[config.mk]
export PLATFORM = sky130hd
export DESIGN_NAME = uart_tx_arbiter_flat
export DESIGN_NICKNAME = d
export VERILOG_FILES = /design/src/rtl/uart_tx_arbiter_if.sv /design/src/rtl/uart_tx_arbiter.sv /design/src/flat_wrapper.sv
export SDC_FILE = /design/constraint.sdc
export NUM_CORES = 1
export LEC_CHECK = 0
export ABC_AREA = 1
export BUFFER_PORTS_ARGS = -buffer_cell sky130_fd_sc_hd__buf_4
export CAP_MARGIN = 0
export CORE_MARGIN = 3
export CORE_UTILIZATION = 35
export DETAILED_ROUTE_END_ITERATION = 8
export GPL_TIMING_DRIVEN = 0
export PLACE_DENSITY = 0.64
export RECOVER_POWER = 50
export SLEW_MARGIN = 10
export SYNTH_ARGS = -nofsm -noshare
export SYNTH_HDL_FRONTEND = slang
export SYNTH_SLANG_ARGS = --single-unit
[constraint.sdc]
create_clock -name CLK -period 2.4 [get_ports CLK]
set_input_delay 0.24 -clock CLK [delete_from_list [all_inputs] [get_ports CLK]]
set_output_delay 0.24 -clock CLK [all_outputs]
set_load 0.05 [all_outputs]
[src/rtl/uart_tx_arbiter_if.sv]
// uart_tx_arbiter_if: requester-side and UART-TX-side handshake bundle for uart_tx_arbiter
interface uart_tx_arbiter_if #(
  parameter int NUM_REQ = 4,
  parameter int DATA_WIDTH = 8
);
  logic [NUM_REQ-1:0] REQ_VALID;
  logic [NUM_REQ*DATA_WIDTH-1:0] REQ_DATA;
  logic [NUM_REQ-1:0] REQ_PAR_EN;
  logic [NUM_REQ-1:0] REQ_READY;
  logic [DATA_WIDTH-1:0] TX_DATA;
  logic TX_PAR_EN;
  logic TX_DATA_VALID;
  logic TX_BUSY;
  modport master (
    output REQ_VALID, REQ_DATA, REQ_PAR_EN, TX_BUSY,
    input REQ_READY, TX_DATA, TX_PAR_EN, TX_DATA_VALID
  );
  modport slave (
    input REQ_VALID, REQ_DATA, REQ_PAR_EN, TX_BUSY,
    output REQ_READY, TX_DATA, TX_PAR_EN, TX_DATA_VALID
  );
endinterface

[src/rtl/uart_tx_arbiter.sv]
// uart_tx_arbiter: round-robin share of one UART TX among NUM_REQ sources; BUSY-rise timeout built only with `UART_TX_ARB_TIMEOUT_EN
module uart_tx_arbiter #(
  parameter int NUM_REQ = 4,
  parameter int DATA_WIDTH = 8,
  parameter int TIMEOUT_CYCLES = 16
) (
  input logic CLK,
  input logic RST,
  uart_tx_arbiter_if.slave bus,
  output logic [$clog2(NUM_REQ)-1:0] GRANT_ID,
  output logic ACTIVE,
  output logic TIMEOUT_ERR
);
  localparam int IW = $clog2(NUM_REQ);
  typedef enum logic [1:0] {IDLE, ISSUE, WAIT_BUSY, WAIT_DONE} state_t;
  state_t state_q, state_d;
  logic [IW-1:0] ptr_q, ptr_d, gid_q, gid_d, win, idx;
  logic [IW:0] s;
  logic [DATA_WIDTH-1:0] data_q, data_d, wdata;
  logic [NUM_REQ-1:0] ready;
  logic par_q, par_d, vld_q, vld_d, act_q, act_d, err_q, err_d, wpar, found, grant, tmo;
  if (NUM_REQ < 2 || NUM_REQ > 16 || TIMEOUT_CYCLES < 4) begin : g_bad_cfg
    $error("uart_tx_arbiter: parameter out of range");
  end
`ifdef UART_TX_ARB_TIMEOUT_EN
  localparam int CW = $clog2(TIMEOUT_CYCLES);
  logic [CW-1:0] cnt_q, cnt_d;
  assign tmo = cnt_q == CW'(TIMEOUT_CYCLES - 1);
  always_comb cnt_d = (state_q == WAIT_BUSY && !bus.TX_BUSY) ? cnt_q + 1'b1 : '0;
  always_ff @(posedge CLK) cnt_q <= RST ? '0 : cnt_d;
`else
  assign tmo = 1'b0;
`endif
  always_comb begin
    s = '0;
    idx = '0;
    win = ptr_q;
    found = 1'b0;
    for (int k = NUM_REQ; k >= 1; k--) begin
      s = {1'b0, ptr_q} + (IW+1)'(k);
      idx = s >= (IW+1)'(NUM_REQ) ? IW'(s - (IW+1)'(NUM_REQ)) : IW'(s);
      if (bus.REQ_VALID[idx]) begin
        found = 1'b1;
        win = idx;
      end
    end
  end
  always_comb begin
    grant = state_q == IDLE && found && !bus.TX_BUSY;
    wdata = '0;
    wpar = 1'b0;
    ready = '0;
    for (int i = 0; i < NUM_REQ; i++) begin
      if (IW'(i) == win) begin
        wdata = bus.REQ_DATA[i*DATA_WIDTH +: DATA_WIDTH];
        wpar = bus.REQ_PAR_EN[i];
        ready[i] = grant;
      end
    end
    err_d = state_q == WAIT_BUSY && !bus.TX_BUSY && tmo;
    case (state_q)
      IDLE: state_d = grant ? ISSUE : IDLE;
      ISSUE: state_d = WAIT_BUSY;
      WAIT_BUSY: state_d = bus.TX_BUSY ? WAIT_DONE : err_d ? IDLE : WAIT_BUSY;
      default: state_d = bus.TX_BUSY ? WAIT_DONE : IDLE;
    endcase
    ptr_d = grant ? win : ptr_q;
    gid_d = grant ? win : gid_q;
    data_d = grant ? wdata : data_q;
    par_d = grant ? wpar : par_q;
    vld_d = state_d == ISSUE;
    act_d = state_d != IDLE;
  end
  always_ff @(posedge CLK) begin
    if (RST) begin
      state_q <= IDLE;
      ptr_q <= IW'(NUM_REQ - 1);
      gid_q <= '0;
      data_q <= '0;
      par_q <= 1'b0;
      vld_q <= 1'b0;
      act_q <= 1'b0;
      err_q <= 1'b0;
    end else begin
      state_q <= state_d;
      ptr_q <= ptr_d;
      gid_q <= gid_d;
      data_q <= data_d;
      par_q <= par_d;
      vld_q <= vld_d;
      act_q <= act_d;
      err_q <= err_d;
    end
  end
  assign bus.REQ_READY = ready;
  assign bus.TX_DATA = data_q;
  assign bus.TX_PAR_EN = par_q;
  assign bus.TX_DATA_VALID = vld_q;
  assign GRANT_ID = gid_q;
  assign ACTIVE = act_q;
  assign TIMEOUT_ERR = err_q;
endmodule
[src/flat_wrapper.sv]
// flat-port wrapper written by rule: the top's interface ports become plain ports
module uart_tx_arbiter_flat 
#(
  parameter int NUM_REQ = 4,
  parameter int DATA_WIDTH = 8,
  parameter int TIMEOUT_CYCLES = 16
)
  (CLK, RST, GRANT_ID, ACTIVE, TIMEOUT_ERR, bus_REQ_VALID, bus_REQ_DATA, bus_REQ_PAR_EN, bus_TX_BUSY, bus_REQ_READY, bus_TX_DATA, bus_TX_PAR_EN, bus_TX_DATA_VALID);
  uart_tx_arbiter_if #(.NUM_REQ(NUM_REQ), .DATA_WIDTH(DATA_WIDTH)) bus_i ();
  input logic CLK;
  input logic RST;
  output logic [$clog2(NUM_REQ)-1:0] GRANT_ID;
  output logic ACTIVE;
  output logic TIMEOUT_ERR;
  input wire logic [$bits(bus_i.REQ_VALID)-1:0] bus_REQ_VALID;
  input wire logic [$bits(bus_i.REQ_DATA)-1:0] bus_REQ_DATA;
  input wire logic [$bits(bus_i.REQ_PAR_EN)-1:0] bus_REQ_PAR_EN;
  input wire logic [$bits(bus_i.TX_BUSY)-1:0] bus_TX_BUSY;
  output wire logic [$bits(bus_i.REQ_READY)-1:0] bus_REQ_READY;
  output wire logic [$bits(bus_i.TX_DATA)-1:0] bus_TX_DATA;
  output wire logic [$bits(bus_i.TX_PAR_EN)-1:0] bus_TX_PAR_EN;
  output wire logic [$bits(bus_i.TX_DATA_VALID)-1:0] bus_TX_DATA_VALID;
  assign bus_i.REQ_VALID = bus_REQ_VALID;
  assign bus_i.REQ_DATA = bus_REQ_DATA;
  assign bus_i.REQ_PAR_EN = bus_REQ_PAR_EN;
  assign bus_i.TX_BUSY = bus_TX_BUSY;
  assign bus_REQ_READY = bus_i.REQ_READY;
  assign bus_TX_DATA = bus_i.TX_DATA;
  assign bus_TX_PAR_EN = bus_i.TX_PAR_EN;
  assign bus_TX_DATA_VALID = bus_i.TX_DATA_VALID;
  uart_tx_arbiter #(.NUM_REQ(NUM_REQ), .DATA_WIDTH(DATA_WIDTH), .TIMEOUT_CYCLES(TIMEOUT_CYCLES)) u_core (.CLK(CLK), .RST(RST), .bus(bus_i), .GRANT_ID(GRANT_ID), .ACTIVE(ACTIVE), .TIMEOUT_ERR(TIMEOUT_ERR));
endmodule
==> summary.md <==
| Metric | Value |
|---|---|
| Vias in the first global route | `1275` |
| Fmax | `about 440 MHz` |
| Relative slew slack | `58.42%` |
| Yosys reg bits | `17` |
| CTS tree | `done` |
| Switching part of the total | `between 50% and 60%` |
| Final hold vios | `0` |
| Latest clock arrival within the worst-skew pair | `0.24 ns` |
| Final core utilization | `between 50% and 60%` |
| Syn Std Cell Area | `~0.0013 mm^2` |
| Starting DRT DRC Count | `39` |
| Die area | `roughly 0.0045 mm^2` |
| Final setup violation count | `0` |
| RR Startpoint | `u_core.ptr_q[0]` |
| Synth top area cells | `dfxtp_1, nand2_1, nand3_1` |
| Hold WS | `around 0.20 ns` |
| Number of synthesized flops with an enable pin | `0` |
| CP dominant cell by count | `nand2_1` |
| CTS Sinks | `17` |
| Pleak | `just over 0.9 nW` |
| I/O Buffers | `approximately 60` |
| Crit path from | `u_core.ptr_q[0]` |
| GRT Util Overall | `15.48%` |
| Hold Crit Class | `input port to register` |
| Final Skew | `roughly 0.0012 ns` |
| RSZ-0062 raised after global routing | `yes` |
| First-pass GRT wire length | `5.471 mm` |
| Initial antenna violation count | `0` |
| Row cnt | `21` |
| Worst-Margin Slew | `about 0.63 ns` |
| Die Wd | `between 60 and 70 um` |
| Nets@finish | `310` |
| DP HPWL | `2.727 mm` |
| Critical Path AT | `about 2 ns` |
| CTS HTree Levels | `1` |
| Worst hold start | `RST` |
| Ys Warns | `0` |
| Average size of a mapped cell | `roughly 6.5 um^2` |
| PnR Total Power | `roughly 0.0021 W` |
| Pint | `between 0.0009 and 0.001 W` |
| Total gr overflow | `0` |
| Final wirelength | `about 3.3 mm` |
| Synth Flop Type | `dfxtp_1` |
| Clock Tree Buf Depth | `2` |
| DRT Pass-1 Iters | `4` |
| Async set or reset register ratio after synthesis | `0%` |
| Initial core utilization | `between 30% and 40%` |
| Largest net degree at the start of global routing | `11` |
| Register area share after synthesis | `a little over a quarter` |
| Outcome | `finished, final reports clean` |
| Logic gate share of total power | `between 70% and 80%` |
| Max-cap violations | `0` |
| GPL Wtd Cong | `0.7262` |
| CP max stage delay | `between 0.3 and 0.4 ns` |
| Library cells used by synthesis | `26` |
| Crit Path Category | `register to output port` |
| Placed Cells | `a little over 300` |
| Final Slew Violations | `0` |
| Final min period | `about 2.3 ns` |
| Vert. Die Dim | `between 60 and 70 um` |
| Io pins | `61` |
| CTS Buf Count | `3` |
| Part of the power in registers | `19.0%` |
| Non-Filler Instances | `309` |
| P_sw | `approximately 0.0011 W` |
| Area Growth Syn to Fin | `39.18%` |
| Via count | `between 1000 and 1500` |
| Cts hold-fix bufs | `0` |
| Antenna Diode Count | `0` |
| Layout cells sized above 1 | `between 30% and 40%` |
| Critical path's top delay family | `simple AND/OR/NAND/NOR gates` |
| Clock power frac | `roughly a tenth` |
| Final worst path period share | `a little over nine tenths` |
| Largest area contributor in the netlist | `dfxtp_1` |
| Syn Nets | `roughly 250` |
| Post-synth top cells | `nand2_1, nand3_1, nor2_1` |
| DRT antenna net count | `0` |
| Count leader, synth | `nand2_1` |
| Endpoint type of the worst setup path | `output port` |
| CP Cell Sequence | `buf_6, nand2_1, nand2_4, a21oi_1, nand2_1, nand2_1, nor2_2, buf_2, nand2_1, nor2_1, buf_4` |
| Post-synth top area share | `26.05%` |
| Pwr per Cell Area | `about 1100 mW/mm^2` |
| Crit-path max FO | `10` |
| Core Footprint | `0.003468 mm^2` |
| Via density | `between 4 and 5` |
| Reg clk slew, reported paths | `roughly 0.060 ns` |
| DR WL/cell | `10.82 um` |
| WP buf/inv | `3` |
| Worst EP required | `between 2 and 2.5 ns` |
| Peak supply drop | `around 0.64 mV` |
| Slowest cell on crit path | `dfxtp_1` |
| # DRC | `0` |
| Synthesized instance count | `200` |
| Clk Tree Root Cell | `clkbuf_8` |
| Startpoint Class | `register` |
[registers in the layout, summed over array words and instances (netlist names)]
signal,cells
u_core.ptr_q,2
u_core.state_q,2
u_core.GRANT_ID,2
u_core.bus.TX_PAR_EN,1
u_core.bus.TX_DATA_VALID,1
u_core.bus.TX_DATA,8
u_core.ACTIVE,1
[cells by family (layout without fill, tap and decap cells)]
group           after synthesis  in the layout  share of synthesized area, %
simple gates                128            128                         49.52
buf+inv                      33             96                         13.98
compound gates               18             18                         7.280
flops                        17             17                         26.05
fa+ha+maj                     3              3                         2.874
other cells                   1              1                        0.2871
[power by group through the flow]
stage / Sequential, W / Combinational, W / Clock (W)
finish: 0.000397 / 0.00149 / 0.000203
floorplan: 0.000613 / 0.000966 / 0
global route: 0.000407 / 0.00163 / 0.000219
CTS: 0.000400 / 0.00155 / 0.000208
global placement: 0.000404 / 0.00154 / 0
detailed placement: 0.000404 / 0.00155 / 0
[path summary, 6_finish.rpt]
check | end | depth (start not counted) | slack (ns)
min reg2reg | u_core.GRANT_ID[1] | 2 | 0.47
min | u_core.state_q[1] | 2 | 0.20
max reg2reg | u_core.bus.TX_DATA[5] | 15 | 0.65
max | bus_REQ_READY[2] | 11 | 0.15
[cell type report]
cell class,count,area (um^2)
multi-input cells,150,790.8
flip-flops and latches,17,340.3
inverters,24,102.6
plain buffers,9,80.08
clock buffers,4,45.04
repair buffers,59,401.6
well taps,46,57.56
fillers,391,1650
[metrics by stage]
step	cell area [um^2]	setup WS, ns	setup TNS, ns
floorplan	1311	0.2198	0
global placement	1812	0.2864	0
detailed placement	1812	0.2721	0
CTS	1859	0.1092	0
global route	1818	-0.04282	-0.07158
finish	1818	0.1450	0
[metal layers]
layer | track usage [%] | wire length [um]
met5 | 0 | 0
met2 | 26.26 | 1618
met1 | 18.95 | 1425
met3 | 6.071 | 300
met4 | 1.519 | 0
[worst reg2reg max path: cells and delay by family (launching register included)]
kind          cells  cell delay (ns)
flops             1             0.32
simple gates     12             0.97
buf+inv           3             0.38
[what timing repair did]
| item | in CTS | in global routing |
|---|---|---|
| setup endpoints to repair | 1 | 2 |
| gates cloned | 0 | 0 |
| buffers inserted | 0 | 0 |
| gates resized for setup | 1 | 2 |
| endpoints found under the hold margin | 0 | 0 |
| pin swaps | 0 | 1 |
[layout by cell type, fill, tap and decap left out]
cell type,count
nand2_4,5
nor2_4,2
nor2_1,23
nand3_2,2
nor2_2,3
buf_2,1
nand2_1,51
o211ai_1,2
inv_2,2
buf_6,6
o21ai_0,12
clkbuf_1,16
buf_8,1
inv_6,1
buf_4,45
nand4_1,1
ha_1,3
inv_1,20
dfxtp_1,17
conb_1,1
inv_8,1
nor3_2,7
a21oi_1,4
clkbuf_8,3
nand3_1,24
nand2_2,10
Power figures use the tool's default switching activity.
